**src/rtl/instruction_memory_loader_pkg.sv**
```systemverilog
// instruction_memory_loader_pkg: shared sizes, state encoding and helpers for the loader
package instruction_memory_loader_pkg;

    localparam int DEPTH        = 64;
    localparam int ADDR_W       = 6;
    localparam int DATA_W       = 16;
    localparam int NUM_WR_PORTS = 4;
    localparam int CNT_W        = 7;
    localparam int FILL_W       = 3;

    typedef enum logic [1:0] {
        IDLE  = 2'd0,
        RECV  = 2'd1,
        WRITE = 2'd2,
        DONE  = 2'd3
    } state_t;

    // A load request is legal when it asks for at least one word and stays inside the memory
    function automatic logic range_ok(input logic [CNT_W-1:0] count, input int base, input int depth);
        logic [7:0] last;
        last = 8'(base) + {1'b0, count};
        return (count != '0) && (last <= 8'(depth));
    endfunction

endpackage

```
**src/rtl/instruction_memory_loader_word_packer.sv**
```systemverilog
// loader_word_packer: pairs big-endian stream bytes into 16-bit instruction words
module loader_word_packer
    import instruction_memory_loader_pkg::*;
(
    input  logic              i_clock,
    input  logic              i_reset,
    input  logic              i_clear,
    input  logic [7:0]        i_byte_data,
    input  logic              i_byte_valid,
    input  logic              i_byte_ready,
    output logic [DATA_W-1:0] o_word,
    output logic              o_word_valid
);

    logic       r_lo;
    logic [7:0] r_hi_byte;
    logic       w_xfer;

    assign w_xfer       = i_byte_valid & i_byte_ready;
    assign o_word_valid = w_xfer & r_lo;
    assign o_word       = {r_hi_byte, i_byte_data};

    // Track which half of the pair comes next and hold the high byte until its partner arrives
    always_ff @(posedge i_clock or negedge i_reset) begin
        if (!i_reset) begin
            r_lo      <= 1'b0;
            r_hi_byte <= '0;
        end else if (i_clear) begin
            r_lo      <= 1'b0;
        end else if (w_xfer) begin
            r_lo      <= ~r_lo;
            r_hi_byte <= r_lo ? r_hi_byte : i_byte_data;
        end
    end

endmodule

```
**src/rtl/instruction_memory_loader.sv**
```systemverilog
// instruction_memory_loader: fills instruction memory from a byte stream in bursts of up to four words
module instruction_memory_loader
    import instruction_memory_loader_pkg::*;
#(
    parameter int BASE_ADDR = 0
) (
    input  logic              i_clock,
    input  logic              i_reset,
    input  logic              i_start,
    input  logic [CNT_W-1:0]  i_word_count,
    input  logic [7:0]        i_byte_data,
    input  logic              i_byte_valid,
    output logic              o_byte_ready,
    output logic [ADDR_W-1:0] o_instruction_wr1,
    output logic [ADDR_W-1:0] o_instruction_wr2,
    output logic [ADDR_W-1:0] o_instruction_wr3,
    output logic [ADDR_W-1:0] o_instruction_wr4,
    output logic [DATA_W-1:0] o_instruction_wr1_data,
    output logic [DATA_W-1:0] o_instruction_wr2_data,
    output logic [DATA_W-1:0] o_instruction_wr3_data,
    output logic [DATA_W-1:0] o_instruction_wr4_data,
    output logic              o_instruction_wr1_enable,
    output logic              o_instruction_wr2_enable,
    output logic              o_instruction_wr3_enable,
    output logic              o_instruction_wr4_enable,
    output logic              o_busy,
    output logic              o_done,
    output logic              o_error
);

    state_t            r_state;
    state_t            w_next_state;
    logic [CNT_W-1:0]  r_count;
    logic [CNT_W-1:0]  r_received;
    logic [FILL_W-1:0] r_fill;
    logic [ADDR_W:0]   r_next_addr;
    logic [DATA_W-1:0] r_slot [NUM_WR_PORTS];
    logic              r_error;
    logic              w_range_ok;
    logic              w_accept;
    logic              w_byte_ready;
    logic [DATA_W-1:0] w_word;
    logic              w_word_valid;
    logic              w_burst_full;
    logic              w_wr_en   [NUM_WR_PORTS];
    logic [ADDR_W-1:0] w_wr_addr [NUM_WR_PORTS];
    logic [DATA_W-1:0] w_wr_data [NUM_WR_PORTS];

    assign w_range_ok   = range_ok(i_word_count, BASE_ADDR, DEPTH);
    assign w_accept     = (r_state == IDLE) && i_start && w_range_ok;
    assign w_burst_full = (r_fill == FILL_W'(NUM_WR_PORTS - 1)) || (r_received + 1'b1 == r_count);

    loader_word_packer u_packer (
        .i_clock      (i_clock),
        .i_reset      (i_reset),
        .i_clear      (w_accept),
        .i_byte_data  (i_byte_data),
        .i_byte_valid (i_byte_valid),
        .i_byte_ready (w_byte_ready),
        .o_word       (w_word),
        .o_word_valid (w_word_valid)
    );

    // State register
    always_ff @(posedge i_clock or negedge i_reset) begin
        if (!i_reset)
            r_state <= IDLE;
        else
            r_state <= w_next_state;
    end

    // Next state: a burst closes on the fourth word or on the last word of the load
    always_comb begin
        w_next_state = r_state;
        case (r_state)
            IDLE:    w_next_state = w_accept ? RECV : IDLE;
            RECV:    w_next_state = (w_word_valid && w_burst_full) ? WRITE : RECV;
            WRITE:   w_next_state = (r_received == r_count) ? DONE : RECV;
            default: w_next_state = IDLE;
        endcase
    end

    // Load bookkeeping: latch the request, collect words into slots, advance the address after a burst
    always_ff @(posedge i_clock or negedge i_reset) begin
        if (!i_reset) begin
            r_count     <= '0;
            r_received  <= '0;
            r_fill      <= '0;
            r_next_addr <= '0;
            r_error     <= 1'b0;
            for (int k = 0; k < NUM_WR_PORTS; k++)
                r_slot[k] <= '0;
        end else begin
            r_error <= (r_state == IDLE) && i_start && !w_range_ok;
            if (w_accept) begin
                r_count     <= i_word_count;
                r_received  <= '0;
                r_fill      <= '0;
                r_next_addr <= (ADDR_W+1)'(BASE_ADDR);
            end else if (r_state == RECV && w_word_valid) begin
                r_slot[r_fill[1:0]] <= w_word;
                r_fill              <= r_fill + 1'b1;
                r_received          <= r_received + 1'b1;
            end else if (r_state == WRITE) begin
                r_next_addr <= r_next_addr + (ADDR_W+1)'(r_fill);
                r_fill      <= '0;
            end
        end
    end

    // Outputs: handshake and status from state; only the filled slots drive write ports during WRITE
    always_comb begin
        w_byte_ready = (r_state == RECV);
        o_busy       = (r_state != IDLE);
        o_done       = (r_state == DONE);
        for (int k = 0; k < NUM_WR_PORTS; k++) begin
            w_wr_en[k]   = (r_state == WRITE) && (FILL_W'(k) < r_fill);
            w_wr_addr[k] = w_wr_en[k] ? ADDR_W'(r_next_addr + (ADDR_W+1)'(k)) : '0;
            w_wr_data[k] = w_wr_en[k] ? r_slot[k] : '0;
        end
    end

    assign o_byte_ready             = w_byte_ready;
    assign o_error                  = r_error;
    assign o_instruction_wr1        = w_wr_addr[0];
    assign o_instruction_wr2        = w_wr_addr[1];
    assign o_instruction_wr3        = w_wr_addr[2];
    assign o_instruction_wr4        = w_wr_addr[3];
    assign o_instruction_wr1_data   = w_wr_data[0];
    assign o_instruction_wr2_data   = w_wr_data[1];
    assign o_instruction_wr3_data   = w_wr_data[2];
    assign o_instruction_wr4_data   = w_wr_data[3];
    assign o_instruction_wr1_enable = w_wr_en[0];
    assign o_instruction_wr2_enable = w_wr_en[1];
    assign o_instruction_wr3_enable = w_wr_en[2];
    assign o_instruction_wr4_enable = w_wr_en[3];

endmodule

```
**config.mk**
```make
export PLATFORM = sky130hd
export DESIGN_NAME = instruction_memory_loader
export DESIGN_NICKNAME = d
export VERILOG_FILES = /design/src/rtl/instruction_memory_loader_pkg.sv /design/src/rtl/instruction_memory_loader_word_packer.sv /design/src/rtl/instruction_memory_loader.sv
export SDC_FILE = /design/constraint.sdc
export NUM_CORES = 1
export LEC_CHECK = 0
export CAP_MARGIN = 20
export CORE_AREA = 2 2 112 114
export DETAILED_ROUTE_END_ITERATION = 6
export DIE_AREA = 0 0 114 116
export PLACE_DENSITY = 0.74
export SLEW_MARGIN = 0
export SYNTH_ARGS = -nofsm -noshare
export SYNTH_HDL_FRONTEND = slang
export SYNTH_HIERARCHICAL = 1
export SYNTH_SLANG_ARGS = --single-unit
```
**constraint.sdc**
```tcl
create_clock -name i_clock -period 3.2 [get_ports i_clock]
set_clock_uncertainty 0.05 [all_clocks]
set_input_delay 0.48 -clock i_clock [delete_from_list [all_inputs] [get_ports i_clock]]
set_output_delay 0.48 -clock i_clock [all_outputs]
set_load 0.01 [all_outputs]
```
==> flow_summary_export.csv, run 1 <==
group,metric,value,unit
outcome,status,"complete, no violations",
sta,slew_violations,0,
placed_design,dp_hpwl,8920,um
setup_path,rrSetupSlack,0.92,ns
route,drt_wl_total,12800,um
cts,root_buffer,"clkbuf_16",
yosys,synth_edf_count,0,
sta,fin_crit,3.05,ns
power_and_ir_drop,p_clk_frac,0.210,
floorplan,die_w,114,um
sta,finalSetupTns,0,ns
setup_path,worst_ep_required_time,2.67,ns
setup_path,cp-start-kind,"flip-flop",
floorplan,die_h,116,um
layout,final_cells,714,
grt,grt_pass1_wl,20300,um
cts,clock_path_buffers,2,
sta,period_share,0.952,
layout,drive_above_1_share,0.194,
sta,fmax,328,MHz
route,viasPerCell,5.22,
grt,grt_antenna_before_repair,0,
route,via_count,3727,
yosys,synth-seq-cells,99,
grt,grt_pass1_vias,3865,
grt,gr-usage-all-layers,0.199,
sta,setup_viol,0,
yosys,ys_types,55,
route,post_drt_wl_per_cell,17.9,um
floorplan,core,11900,um^2
cts,cts_sinks,99,
cts,clkTransAtPathRegs,0.07,ns
layout,areaGrowthSynthToFinish,28.4,%
layout,final_common_cell,"clkdlybuf4s50_1",
yosys,synthArstFlopShare,1.00,
floorplan,initial_core_util,0.446,
sta,worstMarginPinSlew,0.584,ns
yosys,ys_seq_area_frac,0.467,
yosys,netlist_instances,460,
setup_path,crit_path_end_kind,"output port",
route,drt_iter0_drc,180,
floorplan,num_rows,40,
setup_path,critPathArrivalTime,2.52,ns
placed_design,io_buffers,114,
setup_path,crit_type,"flip-flop to output port",
route,route.detailed.drc,0,
power_and_ir_drop,power_switching,1810,uW
layout,antenna_cells,0,
power_and_ir_drop,peakVddDrop,381,uV
yosys,syn_area,5310,um^2
flow_run,max_cap_violations,0,
cts,clk_latency,0.35,ns
setup_path,cp_max_fo,17,
sta,rsz0062_at_grt,"false",
placed_design,gp_congestion,0.881,
yosys,synth.area.top_cells,"dfrtp_1 (47%), mux2_4 (11%), mux2_2 (7.6%)",
cts,h-tree-depth,3,
yosys,synth.net_count,492,
power_and_ir_drop,p_int,3530,uW
yosys,syn_area_per_cell,11.5,um^2
yosys,yosys_warnings,6,
route,detail-route-antenna-nets,0,
power_and_ir_drop,p_comb_frac,0.348,
power_and_ir_drop,seqPwrFrac,0.441,
floorplan,dieArea,13200,um^2
layout,final_cell_mix,"clkdlybuf4s50_1 (113), dfrtp_1 (99), and2_1 (54)",
yosys,yosys.area.top_type,"dfrtp_1",
power_and_ir_drop,p_leak,0.00313,uW
layout,nNetsFinal,595,
yosys,yosys.area.top_type_share,0.467,
layout,n_fill_cell,1025,
floorplan,ios,115,
cts,cts_tree,"built",
grt,gr-total-overflow,0,
power_and_ir_drop,switching_share,0.340,
hold_path,hp-class,"flip-flop to flip-flop",
cts,cts_buffers,9,
route,dr.pass1.iters,4,
power_and_ir_drop,power-per-cell-area,784,nW/um^2
placed_design,dp.cells,697,
sta,relSlewSlack,0.611,
sta,hold_violations,0,
yosys,synth_flop_cell,"dfrtp_1",
grt,grt_max_degree,86,
-- final timing paths --
kind	endpoint	depth (start not counted)	startpoint
max in group asynchronous	r_next_addr[5]	3	i_reset
max	o_instruction_wr3_data[5]	7	r_fill[1]
min reg2reg	r_slot[1]	1	r_slot[1]
min in group asynchronous	o_error	2	i_reset
max reg2reg	r_slot[18]	6	r_state[1]
min	r_slot[1]	1	r_slot[1]
-- routing by layer --
layer  GRT usage  vias to the layer above  wire (um)
met4      0.0797                        0        259
met2       0.321                       96       5920
li1            -                     1761          -
met3      0.0335                       19        521
met5           0                        -          0
met1       0.271                     1851       6100
-- cells by family (layout without fill, tap and decap cells) --
kind of cell | count (synthesis) | in the layout | share of synthesized area
AOI/OAI and AO/OA | 46 | 46 | 0.0533
xor gates and xnor gates | 22 | 22 | 0.0363
adders and majority gates | 13 | 13 | 0.0321
buffers and inverters | 42 | 149 | 0.0455
DFF | 99 | 99 | 0.467
muxes | 79 | 79 | 0.194
and+or+nand+nor | 159 | 159 | 0.172
-- flip-flops by register name (all words and copies together), names as in the netlist --
name	cells
r_slot	64
u_packer/r_hi_byte	8
r_count	7
r_received	7
r_next_addr	6
r_fill	3
r_state	2
o_error	1
u_packer/r_lo	1
-- worst max-delay path, stage by stage (launching register included) --
cell             delay (ns)
dfrtp_1                0.47
inv_1                  0.21
nor2_1                 0.08
o21ai_2                0.36
clkinvlp_4             0.17
buf_4                  0.22
and2_1                 0.18
clkdlybuf4s50_1        0.48
-- area by class of cell --
class                           instances  area, um^2  share of cell area
Tap cell                              147         184              0.0270
Inverter                               12        48.8             0.00716
Multi-Input combinational cell        319        2590               0.380
Timing Repair Buffer                  122        1210               0.178
Clock inverter                          5        61.3             0.00900
Sequential cell                        99        2480               0.364
Clock buffer                           10         239              0.0351
-- through the flow --
step	cell area, um^2	hold WS [ns]	util	setup slack [ns]	total power (uW)
floorplan	5310	0.134	-	1.08	3750
global placement	6490	0.303	0.545	0.592	4110
detailed placement	6490	0.311	0.545	0.434	4220
CTS	6800	0.447	0.571	0.0611	5360
global route	6810	0.458	0.572	0.0610	5680
finish	6810	0.448	0.572	0.154	5340
-- synthesized netlist by cell type, types with 6 or more instances --
cell type   n
nor3_1      6
xnor2_1     6
nand2_1    17
mux2_2     36
o21ai_0     6
a21oi_1    18
dfrtp_1    99
ha_1       12
buf_6       6
and3_1     19
clkbuf_1   10
buf_4       9
nor2_1     32
mux2_4     38
xor2_1     16
inv_1      11
and2_1     54
-- power groups by stage --
stage               Sequential, uW  Combinational (uW)  Clock, uW
global route                  2440                2050       1190
global placement              2340                1780          0
finish                        2360                1860       1120
detailed placement            2370                1860          0
floorplan                     2130                1620          0
CTS                           2350                1870       1140
-- what timing repair did --
| action | 4_1_cts | 5_1_grt |
|---|---|---|
| setup buffers | 0 | 1 |
| resized for setup | 0 | 1 |
| hold buffers | 1 | 0 |
| endpoints found under the hold margin | 14 | 0 |
| endpoints found under the setup margin | 0 | 16 |
Power figures use the tool's default switching activity.
==> inputs of run 2 (changes only) <==
--- a/config.mk
+++ b/config.mk
@@ -10,8 +10,10 @@
 export DETAILED_ROUTE_END_ITERATION = 6
 export DIE_AREA = 0 0 114 116
 export PLACE_DENSITY = 0.74
+export RECOVER_POWER = 25
 export SLEW_MARGIN = 0
 export SYNTH_ARGS = -nofsm -noshare
 export SYNTH_HDL_FRONTEND = slang
 export SYNTH_HIERARCHICAL = 1
 export SYNTH_SLANG_ARGS = --single-unit
+export TNS_END_PERCENT = 20
==> run 2 against run 1 <==
Via count rose by 0.40%. Sequential power about the same. Clock power about the same. Critical path depth unchanged. Total power hardly changed.
==> flow_summary_export.csv, run 2 (same netlist as run 1, synthesis figures left out) <==
group,metric,value,unit
layout,final_core_util,0.571,
sta,hold_violations,0,
grt,grt_max_degree,86,
sta,finalSetupTns,0,ns
layout,final_common_cell,"clkdlybuf4s50_1",
route,drt_iter0_drc,145,
setup_path,cp_max_fo,17,
cts,clk_latency,0.35,ns
cts,cts_buffers,9,
cts,clkTransAtPathRegs,0.07,ns
sta,fin_ws,0.160,ns
sta,relSlewSlack,0.233,
grt,grt.busiest_layer,"met2",
floorplan,ios,115,
setup_path,worst_ep_required_time,2.67,ns
cts,h-tree-depth,3,
grt,global_route.usage.met2,0.321,
power_and_ir_drop,p_leak,0.00312,uW
hold_path,hp-class,"flip-flop to flip-flop",
grt,grt_use_met1,0.271,
floorplan,die_h,116,um
route,dr.pass1.iters,4,
cts,cts_tree,"built",
route,post_drt_wl_per_cell,17.9,um
outcome,status,"complete, no violations",
setup_path,critPathArrivalTime,2.51,ns
setup_path,rrSetupSlack,0.92,ns
setup_path,crit_type,"flip-flop to output port",
sta,fin_crit,3.04,ns
floorplan,dieArea,13200,um^2
layout,nNetsFinal,595,
floorplan,die_w,114,um
floorplan,initial_core_util,0.446,
layout,drive_above_1_share,0.192,
flow_run,max_cap_violations,0,
power_and_ir_drop,peakVddDrop,382,uV
floorplan,num_rows,40,
grt,gr-total-overflow,0,
grt,grt_pass1_vias,3865,
grt,gr-usage-all-layers,0.199,
placed_design,dp.cells,697,
layout,areaGrowthSynthToFinish,28.0,%
power_and_ir_drop,power-per-cell-area,785,nW/um^2
cts,root_buffer,"clkbuf_16",
layout,reg_top3,"r_slot (64), u_packer/r_hi_byte (8)",
sta,rsz0062_at_grt,"false",
placed_design,gp_congestion,0.881,
placed_design,dp_hpwl,8920,um
cts,clock_path_buffers,2,
sta,setup_viol,0,
sta,slew_violations,0,
floorplan,core,11900,um^2
sta,period_share,0.950,
layout,antenna_cells,0,
sta,fmax,329,MHz
setup_path,cp-start-kind,"flip-flop",
grt,grt_pass1_wl,20300,um
cts,cts_sinks,99,
route,route.detailed.drc,0,
grt,grt_antenna_before_repair,0,
layout,final_cells,714,
placed_design,io_buffers,114,
setup_path,crit_path_end_kind,"output port",
route,drt_wl_total,12800,um
route,detail-route-antenna-nets,0,
sta,worstMarginPinSlew,1.15,ns
placed_design,dp_slack,0.434,ns
layout,n_fill_cell,1029,
route,via_count,3742,
layout,top_register,"r_slot",
layout,final_cell_mix,"clkdlybuf4s50_1 (113), dfrtp_1 (99), and2_1 (54)",
route,viasPerCell,5.24,
grt,use_met3,0.0335,
layout,largest_reg_flops,64,
==> run 2: where the power goes <==
group | switching, uW | internal [uW]
Sequential | 527 | 1830
Clock | 493 | 629
Combinational | 793 | 1060
==> run 2: worst paths after layout <==
check                      startpoint                   endpoint  cells past startpoint
min                        r_slot[13]                 r_slot[13]                      1
max reg2reg                r_state[1]                 r_slot[18]                      6
min reg2reg                r_slot[13]                 r_slot[13]                      1
min in group asynchronous     i_reset                    o_error                      2
max                         r_fill[1]  o_instruction_wr3_data[5]                      7
max in group asynchronous     i_reset             r_next_addr[3]                      3
==> run 2: critical path: stages (launching register included) <==
cell and delay, ns:
dfrtp_1 0.47, inv_1 0.21, nor2_1 0.08, o21ai_2 0.36, clkinvlp_4 0.16, buf_4 0.22, and2_1 0.18, clkdlybuf4s50_1 0.48
==> run 2: per-stage QoR <==
stage,instance area [um^2],power (uW),hold slack [ns]
floorplan,5310,3750,0.134
global placement,6490,4110,0.303
detailed placement,6490,4220,0.311
CTS,6800,5360,0.447
global route,6800,5670,0.458
finish,6800,5340,0.444
==> run 2: metal layers <==
metal,part of all wire,vias to the layer above
met5,0,-
met3,0.041,19
met4,0.021,0
li1,-,1761
met1,0.47,1863
met2,0.47,99
==> run 2: timing repair <==
action                                  in CTS  in global routing
hold buffers                                 1                  0
endpoints found under the setup margin       0                 16
hold endpoints to repair                    14                  0
setup buffers                                0                  1
gates resized for setup                      0                  1
==> run 2: final cells by class <==
type,instances,area (um^2),area share
repair buffers,122,1200,0.176
well taps,147,184,0.0271
inverters,12,48.8,0.00718
flip-flops and latches,99,2480,0.364
clock inverters,5,61.3,0.00902
clock buffers,10,239,0.0352
multi-input cells,319,2590,0.381
==> inputs of run 3 (changes only) <==
--- a/config.mk
+++ b/config.mk
@@ -6,9 +6,10 @@
 export NUM_CORES = 1
 export LEC_CHECK = 0
 export CAP_MARGIN = 20
-export CORE_AREA = 2 2 112 114
+export CORE_AREA = 2 2 103 124
 export DETAILED_ROUTE_END_ITERATION = 6
-export DIE_AREA = 0 0 114 116
+export DIE_AREA = 0 0 105 126
+export HOLD_SLACK_MARGIN = 0.05
 export PLACE_DENSITY = 0.74
 export RECOVER_POWER = 25
 export SLEW_MARGIN = 0
==> run 3 against run 2 <==
The flow now finishes with violations (capacitance limit, slew limit). Register-to-register slack worse by 0.04 ns. Total power down 3.0%. Sequential cell count stayed put. Clock power down 12%. First-iteration DRC count up 11%. Core utilization decreased by 0.52 points. Critical path type unchanged. Worst hold slack worse by 0.0011 ns. Largest power group unchanged. Via count is 0.69% lower.
==> flow_summary_export.csv, run 3 (same netlist as run 1, synthesis figures left out) <==
group,metric,value,unit
grt,gr-total-overflow,0,
grt,grt_pass1_wl,19500,um
route,via_count,3716,
setup_path,worst_path_dominant_cell_family,"buffers and inverters",
power_and_ir_drop,switching_share,0.339,
hold_path,hp-class,"flip-flop to flip-flop",
floorplan,die_w,105,um
layout,regArea,2480,um^2
setup_path,max_stage_delay,0.48,ns
placed_design,gp_congestion,0.815,
cts,cts.repair.resized,0,
setup_path,crit_path_end_kind,"output port",
power_and_ir_drop,power-per-cell-area,763,nW/um^2
placed_design,placed_cell_area,6500,um^2
setup_path,cpMostUsedCell,"inv_1",
setup_path,cp_max_fo,17,
floorplan,dieArea,13200,um^2
power_and_ir_drop,peakVddDrop,422,uV
sta,fin_ws,0.218,ns
flow_run,max_cap_violations,1,
layout,multi_input_area,2590,um^2
floorplan,num_rows,44,
layout,areaGrowthSynthToFinish,27.8,%
sta,finalSetupTns,0,ns
setup_path,worst_ep_required_time,2.67,ns
layout,final_cells,728,
floorplan,die_h,126,um
setup_path,critPathArrivalTime,2.45,ns
sta,slew_violations,39,
setup_path,reg2reg_from,"r_state[1]",
outcome,violations,"capacitance limit, slew limit",
sta,fin_crit,2.98,ns
power_and_ir_drop,seqPwrFrac,0.454,
floorplan,core,12000,um^2
power_and_ir_drop,p_comb_frac,0.356,
layout,antenna_cells,0,
sta,fmax,335,MHz
sta,worstMarginPinSlew,2.05,ns
setup_path,cp-start-kind,"flip-flop",
setup_path,rrSetupSlack,0.88,ns
layout,largest_reg_flops,64,
grt,grt_pass1_vias,3737,
route,dr.pass1.iters,4,
route,viasPerCell,5.10,
hold_path,hold_end,"r_slot[12]",
sta,relSlewSlack,-0.369,
floorplan,initial_core_util,0.442,
placed_design,dp_hpwl,9060,um
cts,h-tree-depth,3,
route,drt_iter0_drc,161,
cts,root_buffer,"clkbuf_16",
power_and_ir_drop,p_leak,0.00312,uW
layout,top_register,"r_slot",
layout,n_fill_cell,1012,
route,post_drt_wl_per_cell,16.7,um
layout,reg_top3,"r_slot (64), u_packer/r_hi_byte (8)",
layout,nNetsFinal,595,
setup_path,r2r-end,"r_slot[46]",
placed_design,io_buffers,114,
grt,grt_max_degree,83,
setup_path,crit_buf_inv,3,
placed_design,dp.cells,712,
floorplan,ios,115,
outcome,status,"complete, but fails checks",
sta,setup_viol,0,
layout,final_common_cell,"clkdlybuf4s50_1",
cts,clk_latency,0.34,ns
route,route.detailed.drc,0,
setup_path,cpMaxStageDelayCell,"clkdlybuf4s50_1",
setup_path,crit_chain,"inv_1 > nor2_1 > o21ai_2 > inv_1 > and2_1 > clkdlybuf4s50_1",
layout,final_core_util,0.565,
route,detail-route-antenna-nets,0,
cts,cts_sinks,99,
layout,final_cell_mix,"clkdlybuf4s50_1 (113), dfrtp_1 (99), and2_1 (54)",
power_and_ir_drop,p_int,3420,uW
cts,cts_tree,"built",
sta,hold_violations,0,
sta,period_share,0.932,
route,drt_wl_total,12100,um
grt,grt_antenna_before_repair,0,
hold_path,hold_depth,1,
cts,cts_hold_buf,0,
layout,fin_area,6790,um^2
hold_path,min_from,"r_slot[12]",
sta,rsz0062_at_grt,"false",
power_and_ir_drop,power_switching,1760,uW
grt,gr-usage-all-layers,0.186,
cts,clkTransAtPathRegs,0.07,ns
setup_path,rr_worst_depth,6,
placed_design,dp_slack,0.557,ns
power_and_ir_drop,p_clk_frac,0.190,
layout,drive_above_1_share,0.190,
setup_path,crit_type,"flip-flop to output port",
cts,clock_path_buffers,2,
cts,cts_buffers,9,
cts,post_cts_buffers,0,
[run 3: how the worst max path moves through the flow]
stage / start / to / cells past startpoint
2_1_floorplan: i_word_count[5] / u_packer/r_hi_byte[0] / 7
3_3_place_gp: r_next_addr[2] / o_instruction_wr4[5] / 5
3_5_place_dp: i_word_count[1] / u_packer/r_hi_byte[6] / 6
4_1_cts: r_fill[1] / o_instruction_wr3_data[14] / 6
5_1_grt: r_fill[0] / o_instruction_wr3_data[14] / 6
6_report: r_fill[1] / o_instruction_wr3_data[14] / 6
[run 3: power by group through the flow]
| stage | logic (uW) | registers, uW | clock network (uW) |
|---|---|---|---|
| floorplan | 1620 | 2130 | 0 |
| global placement | 1770 | 2330 | 0 |
| detailed placement | 1840 | 2370 | 0 |
| CTS | 1850 | 2350 | 1000 |
| global route | 2020 | 2430 | 1060 |
| finish | 1840 | 2350 | 981 |
[run 3: area by class of cell]
cell class,count,area share
well taps,161,0.0297
inverters,12,0.00664
flip-flops and latches,99,0.365
multi-input cells,319,0.382
clock buffers,9,0.0332
repair buffers,122,0.177
clock inverters,6,0.00645
[run 3: metrics by stage]
step / power, uW / hold WS, ns
floorplan: 3750 / 0.134
global placement: 4100 / 0.416
detailed placement: 4210 / 0.432
CTS: 5200 / 0.305
global route: 5510 / 0.459
finish: 5180 / 0.443
[run 3: layer usage]
| layer | share of wire | global-route usage | vias to the layer above | wire [um] |
|---|---|---|---|---|
| met5 | 0 | 0 | - | 0 |
| met1 | 0.42 | 0.224 | 1838 | 5100 |
| met4 | 0.016 | 0.0604 | 0 | 200 |
| li1 | - | - | 1771 | - |
| met3 | 0.037 | 0.0285 | 17 | 444 |
| met2 | 0.53 | 0.338 | 90 | 6380 |
